==> src/rtl/sbh_cg_scheduler.sv <==
// Sequencer for one 4x4 coefficient group through the sign-bit-hiding core:
// latch, issue in position order, await the core's result (or time out), hand off.
module sbh_cg_scheduler #(
    parameter int COEFF_W = 16,
    parameter int CG_SIZE = 16,
    parameter int TIMEOUT = 64
) (
    input  logic                       clk,
    input  logic                       rst_n,
    input  logic                       cg_valid,
    output logic                       cg_ready,
    input  logic [CG_SIZE*COEFF_W-1:0] cg_coef,
    input  logic [COEFF_W-1:0]         cg_deltaU,
    input  logic [COEFF_W:0]           cg_minBound,
    input  logic [COEFF_W:0]           cg_maxBound,
    output logic                       core_valid,
    output logic [COEFF_W-1:0]         core_coef,
    output logic [3:0]                 core_pos,
    output logic                       core_load_done,
    output logic [COEFF_W-1:0]         core_deltaU,
    output logic [COEFF_W:0]           core_minBound,
    output logic [COEFF_W:0]           core_maxBound,
    input  logic                       core_valid_out,
    input  logic [COEFF_W-1:0]         core_coef_out,
    input  logic [3:0]                 core_pos_out,
    input  logic                       core_needHide,
    output logic                       res_valid,
    input  logic                       res_ready,
    output logic [CG_SIZE*COEFF_W-1:0] res_coef,
    output logic                       res_hidden,
    output logic                       res_timeout,
    output logic                       busy,
    output logic                       stray_seen
);

    localparam int TW = (TIMEOUT > 2) ? $clog2(TIMEOUT) : 1;
    localparam logic [TW-1:0] TIMER_LAST = TW'(TIMEOUT - 1);
    localparam logic [3:0]    POS_LAST   = 4'(CG_SIZE - 1);

    typedef enum logic [2:0] {IDLE, ISSUE, LOAD, WAIT, OUT} state_t;

    state_t             state;
    logic [COEFF_W-1:0] coef_buf [CG_SIZE];
    logic [COEFF_W-1:0] delta_q;
    logic [COEFF_W:0]   min_q;
    logic [COEFF_W:0]   max_q;
    logic [TW-1:0]      timer;

    assign cg_ready      = (state == IDLE);
    assign busy          = (state != IDLE);
    assign core_deltaU   = delta_q;
    assign core_minBound = min_q;
    assign core_maxBound = max_q;

    for (genvar g = 0; g < CG_SIZE; g++) begin : g_res
        assign res_coef[g*COEFF_W +: COEFF_W] = coef_buf[g];
    end

    always_ff @(posedge clk or negedge rst_n) begin
        if (!rst_n) begin
            state          <= IDLE;
            core_valid     <= 1'b0;
            core_coef      <= '0;
            core_pos       <= '0;
            core_load_done <= 1'b0;
            res_valid      <= 1'b0;
            res_hidden     <= 1'b0;
            res_timeout    <= 1'b0;
            stray_seen     <= 1'b0;
            timer          <= '0;
            delta_q        <= '0;
            min_q          <= '0;
            max_q          <= '0;
            for (int i = 0; i < CG_SIZE; i++) coef_buf[i] <= '0;
        end else begin
            // A result strobe is only meaningful while waiting; elsewhere just flag it.
            if (core_valid_out && state != WAIT) stray_seen <= 1'b1;

            case (state)
                IDLE: begin
                    if (cg_valid) begin
                        for (int i = 0; i < CG_SIZE; i++)
                            coef_buf[i] <= cg_coef[i*COEFF_W +: COEFF_W];
                        delta_q     <= cg_deltaU;
                        min_q       <= cg_minBound;
                        max_q       <= cg_maxBound;
                        res_hidden  <= 1'b0;
                        res_timeout <= 1'b0;
                        if (cg_coef == '0) begin
                            state     <= OUT;
                            res_valid <= 1'b1;
                        end else begin
                            state      <= ISSUE;
                            core_valid <= 1'b1;
                            core_pos   <= 4'd0;
                            core_coef  <= cg_coef[COEFF_W-1:0];
                        end
                    end
                end
                ISSUE: begin
                    if (core_pos == POS_LAST) begin
                        core_valid     <= 1'b0;
                        core_pos       <= 4'd0;
                        core_coef      <= '0;
                        core_load_done <= 1'b1;
                        state          <= LOAD;
                    end else begin
                        core_pos  <= core_pos + 4'd1;
                        core_coef <= coef_buf[core_pos + 4'd1];
                    end
                end
                LOAD: begin
                    core_load_done <= 1'b0;
                    timer          <= '0;
                    state          <= WAIT;
                end
                WAIT: begin
                    timer <= timer + 1'b1;
                    // A core answer beats the timeout when both land together.
                    if (core_valid_out) begin
                        if (core_needHide) begin
                            coef_buf[core_pos_out] <= core_coef_out;
                            res_hidden             <= 1'b1;
                        end
                        state     <= OUT;
                        res_valid <= 1'b1;
                    end else if (timer == TIMER_LAST) begin
                        res_timeout <= 1'b1;
                        state       <= OUT;
                        res_valid   <= 1'b1;
                    end
                end
                OUT: begin
                    if (res_ready) begin
                        res_valid <= 1'b0;
                        state     <= IDLE;
                    end
                end
                default: state <= IDLE;
            endcase
        end
    end

endmodule

==> config.mk <==
export PLATFORM = sky130hd
export DESIGN_NAME = sbh_cg_scheduler
export DESIGN_NICKNAME = d
export VERILOG_FILES = /design/src/rtl/sbh_cg_scheduler.sv
export SDC_FILE = /design/constraint.sdc
export NUM_CORES = 1
export LEC_CHECK = 0
export ABC_AREA = 1
export BUFFER_PORTS_ARGS = -buffer_cell sky130_fd_sc_hd__buf_2
export CAP_MARGIN = 20
export CELL_PAD_IN_SITES_DETAIL_PLACEMENT = 1
export CELL_PAD_IN_SITES_GLOBAL_PLACEMENT = 1
export CORE_AREA = 2 2 256 258
export DETAILED_ROUTE_END_ITERATION = 10
export DIE_AREA = 0 0 258 260
export GPL_ROUTABILITY_DRIVEN = 0
export HOLD_SLACK_MARGIN = 0.15
export PLACE_DENSITY = 0.79
export SYNTH_ARGS = -nofsm -noshare
export SYNTH_HDL_FRONTEND = slang
export SYNTH_SLANG_ARGS = --single-unit
export TNS_END_PERCENT = 5
==> constraint.sdc <==
create_clock -name clk -period 6.1 [get_ports clk]
set_input_delay 0.915 -clock clk [delete_from_list [all_inputs] [get_ports clk]]
set_output_delay 0.915 -clock clk [all_outputs]
set_load 0.005 [all_outputs]
Yosys cells after proc, flatten, opt, wreduce, memory -nomap -nowiden
Index checks and enable logic that the tools add are counted.
- output and inout bits: 334
- register bits: 341
- logic and storage cells: 115
- input port bits: 332
- order comparisons: 3
- add/sub/neg operators: 2
- reductions and logical operators: 18
- mux-type cells: 44
- bitwise gates (word level): 2
- equal/unequal tests: 17
- operators by type and width (kind ; count):
    $mux W256 ; 3
    $pmux W256 S2 ; 1
    $bwmux W256 ; 1
    $logic_not A256 Y1 ; 1
    $mux W16 ; 6
    $bmux W16 S4 ; 1
    $demux W16 S4 ; 1
    $pmux W16 S2 ; 1
    $mux W3 ; 6
    $ne A2 B2 Y1 const B ; 8
    $reduce_and A4 Y1 ; 4
    $pmux W3 S5 ; 1
    $mux W1 ; 13
    $mux W4 ; 3
    $pmux W6 S2 ; 1
    $ge A5 B5 Y1 const B ; 2
    $not A4 Y5 ; 2
    $pmux W1 S2 ; 4
    $pmux W4 S2 ; 1
    $reduce_bool A2 Y1 ; 4
    $add A6 B1 Y6 const B ; 1
    $eq A3 B2 Y1 const B ; 2
    $eq A6 B6 Y1 const B ; 1
    $reduce_bool A3 Y1 ; 2
    other kinds (14) ; 16

Depth between registers and ports, before layout
- depth in word-level cells: 9
- gate-level depth with buffers: 13
- depth with buffers taken out: 12

Worst setup path before layout
OpenSTA, ideal clock, no wires.
- path type: input-to-reg
- from: in cg_coef[31]
- to: reg core_coef[0]
- data arrival time: 2.029 ns
- data required time: 5.983 ns
- stages: 11
- path buffers: 1
- setup time: 0.117 ns
- path slack: 3.954 ns
- path through: nor2_1 nand2_1 nor2_1 nand2_1 nor2_1 nand2_1 nor2_1 nand3_1 clkbuf_1 nand3_1 nand2_1
- word-level cells in the longest chain between the ends: 3
- RTL lines (item ; line ; text):
    from (decl) ; 12 ; input logic [CG_SIZE*COEFF_W-1:0] cg_coef,
    $logic_not A256 Y1 ; 89 ; if (cg_coef == '0) begin
    $ne A2 B2 Y1 (no line) ; -- ;
    $reduce_and A3 Y1 (no line) ; -- ;
    to (signal assigned) ; 96 ; core_coef <= cg_coef[COEFF_W-1:0];
    to (signal assigned) ; 109 ; core_coef <= coef_buf[core_pos + 4'd1];
    to (decl) ; 17 ; output logic [COEFF_W-1:0] core_coef,
No other way between the ends.
A chain may end at the register's enable or synchronous reset.

Worst setup path in the final report
- from: reg state[2]
- to: reg coef_buf (netlist bit res_coef[224])
- word-level cells in the longest chain between the ends: 3
- elaborated cells between the ends (all ways): 8
- classes of those cells: 4 x eq/ne; 1 x mux; 3 x reduce/logical
- RTL lines (item ; line ; text):
    from (decl) ; 42 ; state_t state;
    from (signal assigned) ; 61 ; state <= IDLE;
    from (signal assigned) ; 90 ; state <= OUT;
    from (signal assigned) ; 93 ; state <= ISSUE;
    $eq A3 B2 Y1 or $logic_not A3 Y1 (tied branches) ; 79 ; case (state)
    $ne A2 B2 Y1 (no line) or $reduce_bool A2 Y1 (tied branches) ; -- ;
    $reduce_and A4 Y1 (no line) ; -- ;
    to (signal, indexed assignment) ; 83 ; coef_buf[i] <= cg_coef[i*COEFF_W +: COEFF_W];
    to (signal, indexed assignment) ; 122 ; coef_buf[core_pos_out] <= core_coef_out;
    to (decl) ; 43 ; logic [COEFF_W-1:0] coef_buf [CG_SIZE];
Parallel ways exist; a longest one is shown, timed or not.

==> flow_summary.json <==
{
  "status": "finished clean",
  "port_buffers": 665,
  "synth_enable_flop_cells": 0,
  "core-area_um2": 64100,
  "power.density_nw_per_um2": 533,
  "netlist_area_um2": 19200,
  "syn_area_per_cell_um2": 7.03,
  "ys_types": 39,
  "fin_cells": 4187,
  "grt_use_met1": 0.451,
  "rsz0062_at_grt": "no",
  "synthTopCellsByCount": "nand2_1, dfrtp_1, nor2_1, o21ai_0, nand3_1",
  "synth-seq-cells": 341,
  "reg2reg_slack_ns": 2.49,
  "drv_cap": 0,
  "synth_top_area_cell": "dfrtp_1",
  "synth-simple-area-share": 0.282,
  "yosysWarnings": 0,
  "num_vias": 22700,
  "num_rows": 93,
  "min_path_type": "in2async",
  "die_x_um": 258,
  "synth_top_family_by_area": "simple AND/OR/NAND/NOR gates",
  "worstSetupStartpointType": "flip-flop",
  "drt_iter0_markers": 2165,
  "cpPeakStageDelay_ns": 0.65,
  "leakagePower_nw": 12.1,
  "clk_latency_ns": 0.58,
  "nets": 3632,
  "dieArea_um2": 67100,
  "wl_mm": 114,
  "r2r_end": "res_coef[224]$_DFFE_PN0P_",
  "grt_usage": 0.331,
  "start_util": 0.299,
  "hold_violations": 0,
  "clock-sinks": 341,
  "tns_ns": 0,
  "viasPerCell": 5.42,
  "async_flop_share": 1.00,
  "ir_drop_uv": 257,
  "relSlewSlack": 0.164,
  "synth_compound_area_frac": 0.188,
  "ys_top_cells_by_area": "dfrtp_1, nand2_1, o21ai_0",
  "r2r_start": "state[2]$_DFFE_PN0P_",
  "finalSetupViolations": 0,
  "cp.required_ns": 6.51,
  "grt.met3_usage": 0.0584,
  "end_kind": "flip-flop",
  "timing_worst_setup_path_type": "reg2reg",
  "synth-xor-area-share": 0.00130,
  "grt-ovfl-total": 0,
  "crit_chain": "nor2_4 > inv_2 > nor2_8 > inv_8 > buf_4 > o21ai_0 > inv_1 > nand2_1 > o21ai_0",
  "htreeDepth": 2,
  "met2_usage": 0.511,
  "dp.cells": 4108,
  "synth_top_area_frac": 0.444,
  "antenna_left": 0,
  "path_max_fanout": 119,
  "grt_busiest_layer": "met2",
  "yosysMostFrequentCell": "nand2_1",
  "grt_antenna_before_repair": 10,
  "final.min_clock_period_ns": 3.61,
  "drc": 0,
  "grt_pass1_wl_mm": 160,
  "slew_viol_final": 0,
  "crit_arrival_ns": 4.02,
  "synth_nets": 3065,
  "cts.clk_slew.worst_paths_ns": 0.06,
  "timing.final.crit_share": 0.593,
  "seq_area_frac_synth": 0.444,
  "cts_buffer_depth": 3,
  "ys.flop_type": "dfrtp_1",
  "grt_max_degree": 140,
  "firstDrtPassIters": 5,
  "cts_buffers": 43,
  "crit_top_cell": "o21ai_0",
  "synth.mux.area_fraction": 0,
  "worstRegToRegCells": 9,
  "post-cts-setup-buffer-count": 0,
  "syn2layout_area_growth_pct": 27.5,
  "dp_hpwl_mm": 87.4,
  "wl_per_cell_um": 27.3,
  "worstMarginPinSlew_ns": 1.25,
  "cts_tree": "yes",
  "drive_gt1_frac": 0.240,
  "syn_inst": 2731,
  "yosys.area_share.adder": 0.00130,
  "cts-root-buf": "clkbuf_16",
  "skew_ns": 0.0131,
  "fmax_mhz": 277,
  "cpMaxStageDelayCell": "nor2_8",
  "ioPinCount": 666,
  "ctsHoldBuffers": 0,
  "post_cts_resized": 0,
  "grt_pass1_vias": 22300,
  "dieHeight_um": 260
}
[placed cells by master (no fill, tap or decap), drive strengths merged]
cell type  Yosys  routed
a22oi          1       1
clkinv         5      12
buf          101     700
inv          200     201
a21oi        127     127
nor2         345     345
ha             2       2
clkbuf        77      63
a22o           1       1
o21ai        356     356
o22ai         16      16
diode          0       8
a31oi         97      97
nand2        776     776
o41ai          1       1
nor3           2       2
a21o           1       1
o211ai        51      51
nand3        227     227
nand4          1       1
xnor2          1       1
dfrtp        341     341
xor2           1       1
o31ai          1       1
[layer usage]
| metal | up-vias | wire, µm |
|---|---|---|
| li1 | 10100 | - |
| met1 | 11200 | 48600 |
| met2 | 1110 | 51100 |
| met3 | 231 | 9050 |
| met4 | 2 | 5700 |
| met5 | - | 13 |
[where the power goes]
part	switching (mW)	internal, mW	total (mW)
Combinational	4.14	2.02	6.16
Clock	1.07	1.45	2.52
Sequential	1.03	3.33	4.36
[metrics by stage]
stage	hold slack (ns)	power [mW]	worst slack, ns	util	area, µm²
finish	0.329	13.0	2.49	0.382	24500
global route	0.391	13.8	2.25	0.382	24500
CTS	0.395	13.0	2.57	0.382	24500
detailed placement	0.453	10.4	2.22	0.361	23100
global placement	0.435	10.2	2.28	0.360	23100
floorplan	0.451	7.07	3.95	-	19200
[critical path: cells and delay by family (launching register included)]
kind,cells,cell delay (ns)
buffers and inverters,4,1.44
and+or+nand+nor,3,1.03
DFF,1,0.42
AOI/OAI and AO/OA,2,0.33
[how the worst max path moves through the flow]
stage / startpoint / to / slack, ns / cells after the start
after floorplan: cg_coef[31] / core_coef[0]$_DFFE_PN0P_ / 3.95 / 11
after global placement: cg_coef[80] / core_pos[0]$_DFFE_PN0P_ / 2.28 / 12
after detailed placement: cg_coef[80] / core_coef[7]$_DFFE_PN0P_ / 2.22 / 12
after CTS: state[2]$_DFFE_PN0P_ / res_coef[135]$_DFFE_PN0P_ / 2.57 / 8
after global routing: state[2]$_DFFE_PN0P_ / res_coef[193]$_DFFE_PN0P_ / 2.25 / 9
final: state[2]$_DFFE_PN0P_ / res_coef[224]$_DFFE_PN0P_ / 2.49 / 9
[logic make-up after synthesis]
group           count (synthesis)
compound gates                652
xor+xnor                        2
flops                         341
fa+ha+maj                       2
simple gates                 1351
buf+inv                       383
[state kept, by name, summed over array words and instances (netlist names), 3 cells and up]
name,cells
state,3
timer,6
core_maxBound,17
core_coef,16
core_minBound,17
res_coef,256
core_deltaU,16
core_pos,4
[area by class of cell]
cell class              instances  area, µm²
fillers                      8311      39600
flip-flops and latches        341       8540
well taps                     855       1070
inverters                     205        781
clock buffers                  63       1280
repair buffers                700       3650
clock inverters                 8       47.5
diodes                          8       20.0
multi-input cells            2007       9100
No activity file was read; power rests on OpenSTA's default activity.
